==> config.mk <==
export PLATFORM = sky130hd
export DESIGN_NAME = enreg_write_arbiter
export DESIGN_NICKNAME = d
export VERILOG_FILES = /design/src/rtl/enreg_write_arbiter_pkg.sv /design/src/rtl/en_storage_reg.sv /design/src/rtl/enreg_write_arbiter.sv
export SDC_FILE = /design/constraint.sdc
export NUM_CORES = 1
export LEC_CHECK = 0
export CORE_AREA = 2 2 46 48
export CTS_BUF_LIST = sky130_fd_sc_hd__clkbuf_4 sky130_fd_sc_hd__clkbuf_8 sky130_fd_sc_hd__clkbuf_16
export CTS_CLUSTER_DIAMETER = 60
export DETAILED_ROUTE_END_ITERATION = 12
export DIE_AREA = 0 0 48 50
export PLACE_DENSITY = 0.85
export SETUP_SLACK_MARGIN = 0.2
export SYNTH_ARGS = -nofsm -noshare
export SYNTH_HDL_FRONTEND = slang
export SYNTH_HIERARCHICAL = 1
export SYNTH_SLANG_ARGS = --single-unit
==> constraint.sdc <==
create_clock -name clock -period 4.59 [get_ports clock]
set_clock_uncertainty 0.2 [all_clocks]
set_input_delay 0.918 -clock clock [delete_from_list [all_inputs] [get_ports clock]]
set_output_delay 0.918 -clock clock [all_outputs]
set_load 0.03 [all_outputs]
==> src/rtl/enreg_write_arbiter_pkg.sv <==
// Shared definitions for the enable-gated register write arbiter:
// FSM state encodings and state width.
package enreg_write_arbiter_pkg;

  localparam int ST_W = 2;

  localparam logic [ST_W-1:0] ST_IDLE  = 2'd0;
  localparam logic [ST_W-1:0] ST_GRANT = 2'd1;
  localparam logic [ST_W-1:0] ST_WRITE = 2'd2;
  localparam logic [ST_W-1:0] ST_ACK   = 2'd3;

endpackage

==> src/rtl/en_storage_reg.sv <==
// WIDTH-bit storage register that loads d only when en is high.
// Asynchronous active-high reset clears the contents to zero.
module en_storage_reg #(
  parameter int WIDTH = 1
) (
  input  logic             clock,
  input  logic             reset,
  input  logic             en,
  input  logic [WIDTH-1:0] d,
  output logic [WIDTH-1:0] q
);

  // Load on enable, otherwise hold.
  always_ff @(posedge clock or posedge reset) begin
    if (reset)   q <= '0;
    else if (en) q <= d;
  end

endmodule

==> src/rtl/enreg_write_arbiter.sv <==
// Round-robin arbiter sharing one enable-gated register among N_REQ
// requesters. Each transaction walks IDLE -> GRANT -> WRITE -> ACK and
// performs exactly one register write; a requester that drops req while
// in GRANT aborts without writing and without advancing the pointer.
module enreg_write_arbiter
  import enreg_write_arbiter_pkg::*;
#(
  parameter int N_REQ = 4,
  parameter int WIDTH = 1
) (
  input  logic                   clock,
  input  logic                   reset,
  input  logic [N_REQ-1:0]       req,
  input  logic [N_REQ*WIDTH-1:0] wdata,
  output logic [N_REQ-1:0]       gnt,
  output logic [N_REQ-1:0]       ack,
  output logic                   reg_en,
  output logic [WIDTH-1:0]       reg_d,
  output logic [WIDTH-1:0]       q,
  output logic                   busy
);

  localparam int IW = (N_REQ > 1) ? $clog2(N_REQ) : 1;

  logic [ST_W-1:0]  state_q, state_d;
  logic [IW-1:0]    idx_q, idx_d;
  logic [IW-1:0]    ptr_q, ptr_d;
  logic [N_REQ-1:0] gnt_q, gnt_d;
  logic [N_REQ-1:0] ack_q, ack_d;
  logic             reg_en_q, reg_en_d;
  logic [WIDTH-1:0] reg_d_q, reg_d_d;
  logic [IW-1:0]    win;
  logic [IW-1:0]    ptr_nxt;

  // First asserted request scanning p, p+1, ... mod N_REQ. Iterating from the
  // farthest offset down lets the nearest one overwrite the selection.
  function automatic logic [IW-1:0] rr_pick(input logic [N_REQ-1:0] r,
                                            input logic [IW-1:0]    p);
    logic [IW-1:0] sel;
    int            j;
    sel = p;
    for (int k = N_REQ - 1; k >= 0; k--) begin
      j = (int'(p) + k) % N_REQ;
      if (r[j]) sel = IW'(j);
    end
    return sel;
  endfunction

  assign win     = rr_pick(req, ptr_q);
  assign ptr_nxt = (idx_q == IW'(N_REQ - 1)) ? '0 : idx_q + 1'b1;

  // Next-state logic for the handshake FSM and its output registers.
  always_comb begin
    state_d  = state_q;
    idx_d    = idx_q;
    ptr_d    = ptr_q;
    gnt_d    = gnt_q;
    ack_d    = ack_q;
    reg_en_d = 1'b0;
    reg_d_d  = reg_d_q;
    case (state_q)
      ST_IDLE: begin
        if (|req) begin
          idx_d      = win;
          gnt_d      = '0;
          gnt_d[win] = 1'b1;
          state_d    = ST_GRANT;
        end
      end
      ST_GRANT: begin
        if (req[idx_q]) begin
          reg_en_d = 1'b1;
          reg_d_d  = wdata[int'(idx_q)*WIDTH +: WIDTH];
          state_d  = ST_WRITE;
        end else begin
          // Requester withdrew: no write, pointer left where it was.
          gnt_d   = '0;
          state_d = ST_IDLE;
        end
      end
      ST_WRITE: begin
        // Write commits this edge regardless of req.
        ack_d        = '0;
        ack_d[idx_q] = 1'b1;
        ptr_d        = ptr_nxt;
        state_d      = ST_ACK;
      end
      ST_ACK: begin
        ack_d   = '0;
        gnt_d   = '0;
        state_d = ST_IDLE;
      end
      default: begin
        gnt_d   = '0;
        ack_d   = '0;
        state_d = ST_IDLE;
      end
    endcase
  end

  // State and output registers.
  always_ff @(posedge clock or posedge reset) begin
    if (reset) begin
      state_q  <= ST_IDLE;
      idx_q    <= '0;
      ptr_q    <= '0;
      gnt_q    <= '0;
      ack_q    <= '0;
      reg_en_q <= 1'b0;
      reg_d_q  <= '0;
    end else begin
      state_q  <= state_d;
      idx_q    <= idx_d;
      ptr_q    <= ptr_d;
      gnt_q    <= gnt_d;
      ack_q    <= ack_d;
      reg_en_q <= reg_en_d;
      reg_d_q  <= reg_d_d;
    end
  end

  en_storage_reg #(.WIDTH(WIDTH)) u_store (
    .clock (clock),
    .reset (reset),
    .en    (reg_en_q),
    .d     (reg_d_q),
    .q     (q)
  );

  assign gnt    = gnt_q;
  assign ack    = ack_q;
  assign reg_en = reg_en_q;
  assign reg_d  = reg_d_q;
  assign busy   = (state_q != ST_IDLE);

endmodule

# --- Yosys cells after proc, flatten, opt, wreduce, memory -nomap -nowiden ---
# Cells that the tools add are included.
op_classes:
  muxes: 31
  n_lt_le_gt_ge: 8
  shift: 1
  reduce_logical: 13
  n_bitwise: 3
  n_eq_ne: 6
  addsub: 4
op_table:
  columns: ["operator", "count"]
  rows:
  - ["two-way mux 2 bit", 7]
  - ["less-than comparator 3 x 4 -> 1 bit, second input constant", 3]
  - ["two-way mux 1 bit", 12]
  - ["case mux 4 bit (3 select lines)", 1]
  - ["binary-select mux 1 bit (select 2 bit)", 5]
  - ["less-than comparator 2 x 3 -> 1 bit, second input constant", 3]
  - ["two-way mux 4 bit", 2]
  - ["case mux 2 bit (4 select lines)", 1]
  - ["case mux 4 bit (2 select lines)", 1]
  - ["== test 2 bit, second input constant", 3]
  - ["OR reduction 2 bit", 3]
  - ["adder 2 x 1 -> 2 bit, second input constant", 2]
  - ["adder 2 bit, second input constant", 2]
  - ["demux 1 bit (select 2 bit)", 2]
  - ["greater-or-equal comparator 2 x 1 -> 1 bit, second input constant", 2]
  - ["inequality test 2 bit, second input constant", 2]
  - ["AND reduction 2 bit", 2]
  - ["nonzero test 2 bit", 2]
  - ["OR reduction 4 bit", 1]
  - ["variable part select 4 x 3 -> 1 bit", 1]
  - ["bitwise AND 1 bit, first input constant", 3]
  - ["AND reduction 3 bit", 1]
  - ["nonzero test 3 bit", 1]
  - ["== test 2 x 1 -> 1 bit, second input constant", 1]
  - ["2 further kinds", 3]
word_totals:
  word_cells: 74
  input_bits: 10
  ff_bits: 17

# --- Depth between registers and ports, before layout ---
# Gate-level depths: netlist of the first run.
depth:
  depth_word: 16
  depth_mapped: 5

# --- Modules after synthesis ---
# Netlist of the first run, hierarchy kept.
by_module_without_submodules:
  columns: ["mod", "area_per_inst_um2", "cells_per_inst", "instances"]
  rows:
  - ["enreg_write_arbiter", 865.8, 75, 1]
  - ["en_storage_reg", 43.8, 3, 1]

# --- Worst setup path after synthesis of the first run ---
# No wires, ideal clock.
synth_timing:
  path_kind: "input -> register"
  start: "in req[2]"
  end: "reg gnt_q[3], in the netlist gnt[3]"
  path_slack_ns: 2.473
  arrival_time_ns: 1.796
  required_time_ns: 4.269
  cell_stages: 5
  cell_sequence: "nor4_4 > or2_1 > buf_6 > and4b_1 > a22o_1"
synth_via:
  elab_chain_cells: 13
  word_cells_on_any_way: 28
  cone_classes: "order compare (2); eq/ne (2); mux (21); reduce/logical (3)"
synth_rtl:
  columns: ["element", "line", "source"]
  rows:
  - ["start, declared", "enreg_write_arbiter.sv:13", "input logic [N_REQ-1:0] req,"]
  - ["binary-select mux 1 bit (select 2 bit)", "enreg_write_arbiter.sv:44", "if (r[j]) sel = IW'(j);"]
  - ["two-way mux 1 bit (implied by the code) (2 in a row)", "enreg_write_arbiter.sv:44", null]
  - ["two-way mux 2 bit (4 in a row)", "enreg_write_arbiter.sv:44", null]
  - ["less-than comparator 2 x 3 -> 1 bit (implied by the code) / greater-or-equal comparator 2 x 1 -> 1 bit (equally long branches)", "enreg_write_arbiter.sv:66", "gnt_d[win] = 1'b1;"]
  - ["logical AND 1 bit (implied by the code)", "enreg_write_arbiter.sv:66", null]
  - ["two-way mux 1 bit (implied by the code)", "enreg_write_arbiter.sv:66", null]
  - ["demux 1 bit (select 2 bit)", "enreg_write_arbiter.sv:66", null]
  - ["two-way mux 4 bit", "enreg_write_arbiter.sv:63", "if (|req) begin"]
  - ["case mux 4 bit (3 select lines)", "enreg_write_arbiter.sv:61", "case (state_q)"]
  - ["end signal, assigned", "enreg_write_arbiter.sv:115", "gnt_q <= gnt_d;"]
  - ["end, declared", "enreg_write_arbiter.sv:28", "logic [N_REQ-1:0] gnt_q, gnt_d;"]
# Several ways; a longest one is shown, not always the timed one. The select of a mux whose other input is x is not followed.
# A chain may end at the register's enable or synchronous reset.

==> results of run 1 <==
## stage by stage
step	hold slack (ps)	worst slack (ps)	total power [uW]	instance area, um^2
floorplan	283	2470	591	910
finish	298	1880	818	1160
CTS	301	1880	824	1160
global route	332	1810	879	1160
detailed placement	280	1810	738	1130
global placement	275	1880	725	1130
## report_power, final
| part | switching [uW] | internal (uW) |
|---|---|---|
| registers | 69.2 | 220 |
| clock network | 44.4 | 39.7 |
| logic | 238 | 207 |
## state kept, by name, indices dropped and copies added, names as in the netlist, named ones only
signal,flops
ptr_q,2
gnt,4
reg_en,1
state_q,1
idx_q,2
ack,4
reg_d,1
u_store/q,1
## routing by layer
| metal | vias up | part of all wire (%) |
|---|---|---|
| met5 | - | 0 |
| li1 | 337 | - |
| met4 | 0 | 1.5 |
| met3 | 4 | 5.0 |
| met1 | 333 | 44 |
| met2 | 23 | 49 |
## path summary, 6_finish.rpt
check                           from   endpoint  slack (ps)  cells past startpoint
max in group asynchronous      reset     ack[0]        2970                      2
min in group asynchronous      reset  u_store/q         590                      2
max reg2reg                 idx_q[0]      reg_d        2750                      4
min reg2reg                   gnt[0]     gnt[0]         300                      1
max                        flip-flop       busy        1880                      2
min                           gnt[0]     gnt[0]         300                      1
## cell families after synthesis
group / share of synthesized area (%)
compound gates: 18.7
fa+ha+maj: 5.50
buf+inv: 4.54
flops: 46.8
mux: 8.67
simple gates: 15.8
## cells in the mapped netlist, types with 2 or more instances
master	number	share of area (%)
inv_1	5	2.1
ha_1	4	5.5
o2bb2ai_1	2	1.9
or2_1	2	1.4
o31ai_1	2	1.7
nor2b_1	5	3.4
nor2_1	3	1.2
a22o_1	6	5.8
dfrtp_1	17	47
mux2_4	3	5.0
nand2_1	7	2.9
## cell type report
| cell class | instances | area share [%] |
|---|---|---|
| Tap cell | 27 | 2.90 |
| Multi-Input combinational cell | 53 | 38.0 |
| Clock buffer | 4 | 2.58 |
| Timing Repair Buffer | 21 | 18.0 |
| Sequential cell | 17 | 36.5 |
| Inverter | 6 | 1.93 |
## cell usage in the layout (no fill, tap or decap)
master	n
nand2_1	7
or2_1	2
dfrtp_1	17
inv_2	1
ha_1	4
o211ai_2	1
a31oi_1	1
clkbuf_4	4
nand3b_1	1
o31ai_2	1
nand4b_1	1
o21ai_1	1
o22ai_1	1
nor4_4	1
a211oi_1	1
mux2_4	3
a21oi_1	1
o31ai_1	2
nor2_1	3
or2_4	1
nand2b_1	1
a211o_1	1
and4b_1	1
o21ai_0	1
a31o_1	1
mux4_2	1
clkdlybuf4s50_1	21
mux2_1	1
a22o_1	6
o2bb2ai_1	2
nor2b_1	5
inv_1	5
o21bai_1	1
## worst register-to-register path: stages (launching register included)
cell	delay [ps]
dfrtp_1	570
mux2_4	340
o211ai_2	160
or2_4	160
mux2_4	290
==> flow_summary.yaml, run 1 <==
sta:
  grt_setup_unrepaired: "false"
  clock.fmax_mhz: 370
  setup_viol: 0
  setup-tns-final_ps: 0
  finalCritPeriodShare_pct: 59.0
  hold_violations: 0
  slew_headroom_pct: 59.8
  slew_viol_final: 0
  tightest_slew_ps: 602
  fin_crit_ps: 2710
placed_design:
  port_buffers: 21
  dp_hpwl_um: 1420
  place.gp.congestion: 0.767
  dp_cells: 124
clock_network:
  ctsResizeCount: 0
  numCtsBuffers: 3
  clock-sinks: 17
  cts-root-buf: "clkbuf_4"
  clk_pin_slew_ps: 90
  worstSkewPairLatency_ps: 290
  htree_levels: 1
  tritoncts: "built"
  clockBufferDepth: 2
  holdBufCountCts: 0
  post-cts-setup-buffers: 0
grt:
  groute.layer.met3.usage_pct: 3.30
  grt_antenna_before_repair: 0
  grt_first_pass_wirelength_um: 2970
  grt_usage_pct: 17.4
  grt_max_degree: 17
  grt_pass1_vias: 664
  grt.met1_usage_pct: 22.1
  gr-total-overflow: 0
  gr-max-usage-layer: "met2"
  grt_util_met2_pct: 27.3
routing:
  wire_per_inst_um: 14.1
  wl_um: 1810
  detail-route-antenna-nets: 0
  first_pass_iters: 4
  drc: 0
  drt_iter0_markers: 11
  via_per_inst: 5.45
  num_vias: 697
floorplanning:
  dieArea_mm2: 0.00240
  fp.coreArea_mm2: 0.00190
  start_util_pct: 47.8
  io_pins: 22
  die_x_um: 48
  fp.dieH_um: 50
  num_rows: 16
critical_path:
  critPathTopFamily: "buffers and inverters"
  worst_setup_path_start_kind: "flip-flop"
  critPathArrivalTime_ps: 1590
  path_class: "flip-flop to output port"
  crit_chain: "or2_1 -> clkdlybuf4s50_1"
  critPathCaptureType: "output port"
  worstPathRequired_ps: 3470
  cp_slowest_cell: "clkdlybuf4s50_1"
  critPathMaxStageDelay_ps: 600
  cp_max_fo: 4
  worst-path-buf-inv: 1
logic_synthesis:
  synth_cell_types: 33
  ys_warn_count: 6
  syn_nets: 92
  synth_area_um2: 910
  ys.flop_type: "dfrtp_1"
  async_reset_ff_share_pct: 100
  syn_inst: 78
  synth_edf_count: 0
  ys_seq_area_share_pct: 46.8
  ys_seq_elements: 17
  avgSynthCellArea_um2: 11.7
cells_and_area:
  stdcell_count: 128
  seq_area_um2: 425
  drive_gt1_share_pct: 12.9
  multi_input_area_um2: 443
  postLayoutCoreUtil_pct: 61.3
  layout.nets: 116
  num_antenna_cells: 0
  areaGrowthSynthToFinish_pct: 28.1
  num-fill-cells: 165
pwr:
  worst_ir_drop_vdd_mv: 0.340
  p_per_area_mw_per_mm2: 702
  leakagePower_uw: 0.000524
run:
  cap_violations: 0
outcome:
  status: "completed"
hold_path:
  hold_class: "flip-flop to flip-flop"
Power figures use the tool's default switching activity.
==> run 2: changes to the inputs <==
CORE_AREA = 2 2 47 49   (was 2 2 46 48)
DIE_AREA = 0 0 49 51   (was 0 0 48 50)
PLACE_DENSITY = 0.82   (was 0.85)
clock period = 2.54 ns   (was 4.59 ns; I/O delays follow)
==> run 2 against run 1 <==
Total power grew 79%. Die area grew 4.1%. Utilization shrank 4.9 points. Via count shrank 3.9%. Non-clock buffer count is the same. Sequential power grew 82%. Global-route usage shrank 1.4 points. Clock-buffer cell count shrank 1. Register-to-register slack lost 2000 ps. Hold slack lost 130 ps. Wire length shrank 5.0%. First-iteration DRC count shrank 18%. Largest cell class unchanged. Largest power group unchanged. Highest routed layer is now met3.
==> flow_summary.yaml, run 2 (same netlist as run 1, synthesis figures left out) <==
sta:
  hold_violations: 0
  setup-tns-final_ps: 0
  setup_viol: 0
  setup_slack_ps: 265
  finalCritPeriodShare_pct: 89.6
  grt_setup_unrepaired: "false"
  slew_viol_final: 0
  clock.fmax_mhz: 440
  tightest_slew_ps: 586
  fin_crit_ps: 2280
  slew_headroom_pct: 60.9
placed_design:
  dp_hpwl_um: 1360
  place.gp.congestion: 0.762
  port_buffers: 21
  dp_cells: 125
  post-place-ws_ps: 117
clock_network:
  clk_pin_slew_ps: 100
  ctsResizeCount: 0
  htree_levels: 1
  tritoncts: "built"
  numCtsBuffers: 3
  holdBufCountCts: 0
  post-cts-setup-buffers: 0
  worstSkewPairLatency_ps: 290
  cts-root-buf: "clkbuf_4"
  clock-sinks: 17
  clockBufferDepth: 2
grt:
  grt_usage_pct: 16.0
  grt_antenna_before_repair: 0
  grt_max_degree: 17
  gr-total-overflow: 0
  grt_first_pass_wirelength_um: 3070
  grt_pass1_vias: 697
outcome:
  status: "completed"
floorplanning:
  fp.coreArea_mm2: 0.00206
  fp.dieH_um: 51
  io_pins: 22
  dieArea_mm2: 0.00250
  start_util_pct: 44.1
  die_x_um: 49
  num_rows: 17
routing:
  wire_per_inst_um: 13.3
  via_per_inst: 5.19
  wl_um: 1720
  num_vias: 670
  first_pass_iters: 4
  drt_iter0_markers: 9
  drc: 0
  detail-route-antenna-nets: 0
cells_and_area:
  stdcell_count: 129
  num-fill-cells: 200
  areaGrowthSynthToFinish_pct: 27.9
  num_antenna_cells: 0
  seq_area_um2: 425
  layout.nets: 116
  multi_input_area_um2: 443
  drive_gt1_share_pct: 12.9
  final_common_cell: "clkdlybuf4s50_1"
  postLayoutCoreUtil_pct: 56.4
  final_cell_mix: "clkdlybuf4s50_1, dfrtp_1, nand2_1"
pwr:
  leakagePower_uw: 0.000524
  intPower_uw: 829
  clkPwrFrac_pct: 9.7
  combPwrFrac_pct: 54.3
  switchingPower_uw: 633
  sw_frac_of_total_pct: 43.3
  worst_ir_drop_vdd_mv: 0.560
  p_per_area_mw_per_mm2: 1260
  seqPwrFrac_pct: 35.9
critical_path:
  worstPathRequired_ps: 1830
  cp_max_fo: 6
  worst_setup_path_start_kind: "flip-flop"
  critPathCaptureType: "output port"
  critPathArrivalTime_ps: 1570
  path_class: "flip-flop to output port"
run:
  cap_violations: 0
hold_path:
  hold_class: "primary input to async pin"
[run 2: layout make-up]
type                    instances  area share (%)
clock buffers                   3            1.94
clock inverters                 1           0.430
inverters                       6            1.94
multi-input cells              53            38.1
flip-flops and latches         17            36.6
well taps                      28            3.01
repair buffers                 21            18.1
[run 2: worst paths after layout]
check,endpoint,cells past startpoint,start,slack (ps)
max in group asynchronous,ptr_q[1],2,reset,1350
worst max-delay path,busy,2,state_q[0],260
min in group clock,gnt[0],1,gnt[0],300
worst max register to register,gnt[2],4,idx_q[0],740
worst min register to register,gnt[0],1,gnt[0],300
worst min-delay path,u_store/q,2,reset,170
[run 2: worst max-delay path, cell delays in order (launching register included)]
cell             delay (ps)
dfrtp_1                 450
or2_1                   240
clkdlybuf4s50_1         590
[run 2: power groups by stage]
stage | combinational [uW] | sequential [uW] | clock, uW
detailed placement | 799 | 532 | 0
finish | 794 | 525 | 142
floorplan | 418 | 650 | 0
CTS | 804 | 526 | 146
global placement | 787 | 522 | 0
global route | 871 | 551 | 158
[run 2: metal layers]
metal | routed length, um | GRT usage (%) | up-vias
li1 | - | - | 327
met1 | 803 | 20.9 | 331
met2 | 874 | 27.4 | 12
met3 | 42 | 2.05 | 0
met4 | 0 | 5.71 | 0
met5 | 0 | 0 | -
[run 2: stage by stage]
| stage | hold WS [ps] | area (um^2) | power (uW) |
|---|---|---|---|
| floorplan | 36.7 | 910 | 1070 |
| global placement | 278 | 1140 | 1310 |
| detailed placement | 279 | 1140 | 1330 |
| CTS | 165 | 1160 | 1480 |
| global route | 154 | 1160 | 1580 |
| finish | 173 | 1160 | 1460 |
==> run 3: changes to the inputs <==
CELL_PAD_IN_SITES_DETAIL_PLACEMENT = 1   (was unset)
CELL_PAD_IN_SITES_GLOBAL_PLACEMENT = 2   (was unset)
CORE_AREA = 2 2 59 61   (was 2 2 47 49)
DIE_AREA = 0 0 61 63   (was 0 0 49 51)
PLACE_DENSITY = 0.79   (was 0.82)
TNS_END_PERCENT = 100   (was unset)
==> run 3 against run 2 <==
Global-route usage decreased by 3.1 points. Hold slack got worse by 1.0 ps. Critical path depth decreased by 1. Sequential share of layout area decreased by 0.77 points. Register-to-register slack got worse by 30 ps. First-iteration DRC count increased by 44%. Die area increased by 54%. Clock-buffer cell count unchanged. Wire length increased by 20%. Maximum frequency increased by 10%. Setup slack improved by 210 ps. Critical path type unchanged. Largest cell class unchanged.
==> flow_summary.yaml, run 3 (same netlist as run 1, synthesis figures left out) <==
routing:
  wire_per_inst_um: 14.0
  drt_iter0_markers: 13
  first_pass_iters: 2
  drc: 0
  num_vias: 686
  via_per_inst: 4.67
  wl_um: 2060
  detail-route-antenna-nets: 0
critical_path:
  critPathArrivalTime_ps: 1360
  path_class: "flip-flop to output port"
  worst_setup_path_start_kind: "flip-flop"
  crit_chain: "clkdlybuf4s50_1"
  critPathTopFamily: "buffers and inverters"
  critPathMaxStageDelay_ps: 680
  critPathCaptureType: "output port"
  cp_max_fo: 2
  worst-path-buf-inv: 1
  worstPathRequired_ps: 1830
  cp_slowest_cell: "clkdlybuf4s50_1"
cells_and_area:
  areaGrowthSynthToFinish_pct: 30.7
  final_cell_mix: "clkdlybuf4s50_1, dfrtp_1, nand2_1"
  num_antenna_cells: 0
  postLayoutCoreUtil_pct: 36.8
  stdcell_count: 147
  final_common_cell: "clkdlybuf4s50_1"
  drive_gt1_share_pct: 12.9
  layout.nets: 116
clock_network:
  worstSkewPairLatency_ps: 300
  cts-root-buf: "clkbuf_4"
  tritoncts: "built"
  clock-sinks: 17
  htree_levels: 1
  clockBufferDepth: 2
  post-cts-setup-buffers: 0
  numCtsBuffers: 3
  clk_pin_slew_ps: 110
sta:
  slew_viol_final: 0
  finalCritPeriodShare_pct: 81.5
  tightest_slew_ps: 608
  hold_violations: 0
  slew_headroom_pct: 59.4
  clock.fmax_mhz: 483
  setup_viol: 0
  grt_setup_unrepaired: "false"
  setup-tns-final_ps: 0
  fin_crit_ps: 2070
  holdWs_ps: 172
run:
  cap_violations: 0
floorplanning:
  dieArea_mm2: 0.00384
  die_x_um: 61
  io_pins: 22
  fp.coreArea_mm2: 0.00323
  fp.dieH_um: 63
  num_rows: 21
  start_util_pct: 28.1
pwr:
  worst_ir_drop_vdd_mv: 0.265
  p_per_area_mw_per_mm2: 1250
  leakagePower_uw: 0.000531
grt:
  grt_max_degree: 17
  grt_usage_pct: 12.9
  grt_first_pass_wirelength_um: 3680
  grt_pass1_vias: 762
  grt_antenna_before_repair: 0
  gr-total-overflow: 0
placed_design:
  dp_hpwl_um: 1630
  port_buffers: 21
  place.gp.congestion: 0.767
  dp_cells: 143
outcome:
  status: "completed"
hold_path:
  hold_class: "primary input to async pin"
## run 3: changes by cell type in the layout (fill, tap and decap cells not counted), sizes merged
| cell | previous run | this run |
|---|---|---|
| dlymetal6s2s | 0 | 1 |
| clkdlybuf4s50 | 21 | 20 |
## run 3: layer usage
layer  vias up  global-route usage [%]  wire length, um
met3         4                    2.48               78
li1        325                       -                -
met4         0                    6.52               45
met2        20                    18.7              954
met5         -                       0                0
met1       337                    18.0              984
## run 3: through the flow
step                      power (uW)  worst slack (ps)  instance area [um^2]
after CTS                       1510               211                  1190
after global routing            1610               376                  1190
after detailed placement        1360               146                  1160
after global placement          1330               163                  1160
after floorplan                 1070               802                   910
final                           1480               471                  1190
## run 3: cell type report
class	count	area, um^2
Fill cell	369	2040
Multi-Input combinational cell	53	443
Sequential cell	17	425
Timing Repair Buffer	21	213
Tap cell	46	57.6
Clock buffer	3	22.5
Inverter	6	22.5
Clock inverter	1	5.00
## run 3: path summary, 6_finish.rpt
path	from	to	slack (ps)	cells after the start
setup reg to reg	idx_q[0]	reg_d	710	4
hold reg to reg	gnt[1]	gnt[1]	300	1
hold / removal	reset	u_store/q	170	2
setup / recovery	reg_en	reg_en	470	1
min in group clock	gnt[1]	gnt[1]	300	1
max in group asynchronous	reset	reg_d	1320	2
## run 3: repair_timing
action / in CTS / in global routing
endpoints found under the setup margin: 0 / 1
hold buffers: 0 / 0
gates resized for setup: 0 / 1
## run 3: where the power goes
group	internal, uW	leakage (uW)	switching, uW
registers	397	0.000219	130
logic	373	0.000295	436
clock network	58.6	0.0000177	89.0
==> RTL change (settings of run 3) <==
Reset style: synchronous (`reset`), changed in 2 clocked blocks. Comments in the files are not updated.
--- a/src/rtl/en_storage_reg.sv
+++ b/src/rtl/en_storage_reg.sv
@@ -13,3 +13,3 @@
   // Load on enable, otherwise hold.
-  always_ff @(posedge clock or posedge reset) begin
+  always_ff @(posedge clock) begin
     if (reset)   q <= '0;
--- a/src/rtl/enreg_write_arbiter.sv
+++ b/src/rtl/enreg_write_arbiter.sv
@@ -101,3 +101,3 @@
   // State and output registers.
-  always_ff @(posedge clock or posedge reset) begin
+  always_ff @(posedge clock) begin
     if (reset) begin
Formal check against the unedited RTL: differs if reset is asserted again (counterexample within 4 cycles, from zero or initial values and one cycle with reset high); with reset held inactive, the same outputs for 10 cycles.
==> RTL change against run 3 <==
Sequential cell count unchanged; worst setup slack worse by 0.052 ns; routed wire length up 3.1%; cell area rose by 3.1%; critical path depth grew 3; area after synthesis increased by 0.83%; global-route usage is 0.54 points lower; first-iteration DRC count shrank 46%; critical path type unchanged; highest routed layer unchanged.
Power is not compared: it rests on default switching activity, and its combinational part moved more than twofold at a synthesized area within 25%.
==> RTL change: results <==
[synth]
synth_nets = 114
synth-seq-area-share_pct = 37.1
synthTopCellsByArea = "dfxtp_1 (37%), ha_1 (11%), mux2i_1 (11%), a32o_1 (4.4%), nor2_1 (4.1%)"
ys.warnings.count = 6
synthArstFlopShare_pct = 0
yosys-top-cells-count = "dfxtp_1 (17), mux2i_1 (10), nor2_1 (10)"
yosysUniqueCellTypes = 31

[setup_path]
startpoint_type = "flop"
rr_startpoint = "state_q[0]$_SDFFE_PP0P_"
critPathArrivalTime_ns = 1.41
r2r_setup_slack_ns = 0.47
crit_path_max_fanout = 6

[place]
globalplace.congestion = 0.765
dp_hpwl_mm = 1.70
port_buffers = 21
post-place-ws_ns = 0.117

[cells_and_area]
final_nets = 141
antenna_cells = 0
drive_above_1_share_pct = 13.1

[clocking]
cts_buffers = 3
clk_pin_slew_ns = 0.11
clock_path_buffers = 2
cts-root-buf = "clkbuf_4"
cts-htree-levels = 1
insertion_delay_ns = 0.30

[global_route]
grt_pass1_wl_mm = 3.62
grt_pass1_vias = 787
track_usage_pct = 12.4
grt_antenna_before_repair = 0
grt_max_degree = 15
grt_overflow_total = 0

[routing]
drt_iter0_markers = 7
vias_per_cell = 4.68
drtPass1Iterations = 4
detail_route.wl_per_cell_um = 12.7

[power_and_ir_drop]
ir_worst_vdd_mv = 0.294
p_int_uw = 457
power_leakage_uw = 0.000469

[timing]
tightest_slew_ns = 0.422
fmax_mhz = 471

[outcome]
status = "finished, final reports clean"

[min_path]
hold_start = "gnt[2]$_SDFFE_PP0P_"
min_path_type = "reg -> reg"
-- RTL change: power groups by stage --
stage,logic (uW),clock network [uW],registers [uW]
3_5_place_dp,236,0,324
2_1_floorplan,128,0,342
3_3_place_gp,230,0,323
4_1_cts,235,163,318
6_report,229,155,317
5_1_grt,255,179,322
-- RTL change: final timing paths --
check | to | depth (start not counted)
max reg2reg | gnt[1]$_SDFFE_PP0P_ | 5
max | busy | 4
min | gnt[2]$_SDFFE_PP0P_ | 1
min reg2reg | gnt[2]$_SDFFE_PP0P_ | 1
-- RTL change: metal layers --
metal	up-vias	part of all wire [%]	global-route usage (%)
met2	9	49	20.8
li1	402	-	-
met5	-	0	0
met3	4	2.0	1.86
met4	0	1.6	4.08
met1	372	47	15.7
-- RTL change: kinds of logic (layout without fill, tap and decap cells) --
| logic type | count (synthesis) | after routing | share of synthesized area, % |
|---|---|---|---|
| and+or+nand+nor | 32 | 32 | 19.0 |
| buffers and inverters | 8 | 34 | 3.27 |
| DFF | 17 | 17 | 37.1 |
| muxes | 11 | 11 | 13.4 |
| AOI/OAI and AO/OA | 20 | 20 | 16.4 |
| adders and majority gates | 8 | 8 | 10.9 |
-- RTL change: critical path, cell delays in order (launching register included) --
cell      delay [ns]
dfxtp_1         0.44
inv_1           0.10
ha_1            0.27
inv_1           0.10
clkbuf_2        0.20
-- RTL change: final cells by class --
cell class / instances / area (um2)
clock inverter: 1 / 7.51
clock buffer: 3 / 22.5
sequential: 17 / 340
multi-input combinational: 71 / 547
timing repair buffer: 24 / 228
inverter: 6 / 22.5
tap: 46 / 57.6
fill: 389 / 2010
-- RTL change: through the flow --
| step | area [um2] | hold WS (ns) | cells | util, % |
|---|---|---|---|---|
| floorplan | 917 | 0.316 | 96 | - |
| global placement | 1200 | 0.258 | 164 | 37.1 |
| detailed placement | 1200 | 0.263 | 164 | 37.1 |
| CTS | 1230 | 0.289 | 168 | 38.1 |
| global route | 1220 | 0.319 | 168 | 37.9 |
| finish | 1220 | 0.283 | 168 | 37.9 |
-- RTL change: timing repair --
| item | in CTS | in global routing |
|---|---|---|
| resized for setup | 2 | 1 |
| endpoints found under the setup margin | 1 | 1 |
| setup buffers | 0 | 0 |
| pin swaps | 0 | 0 |
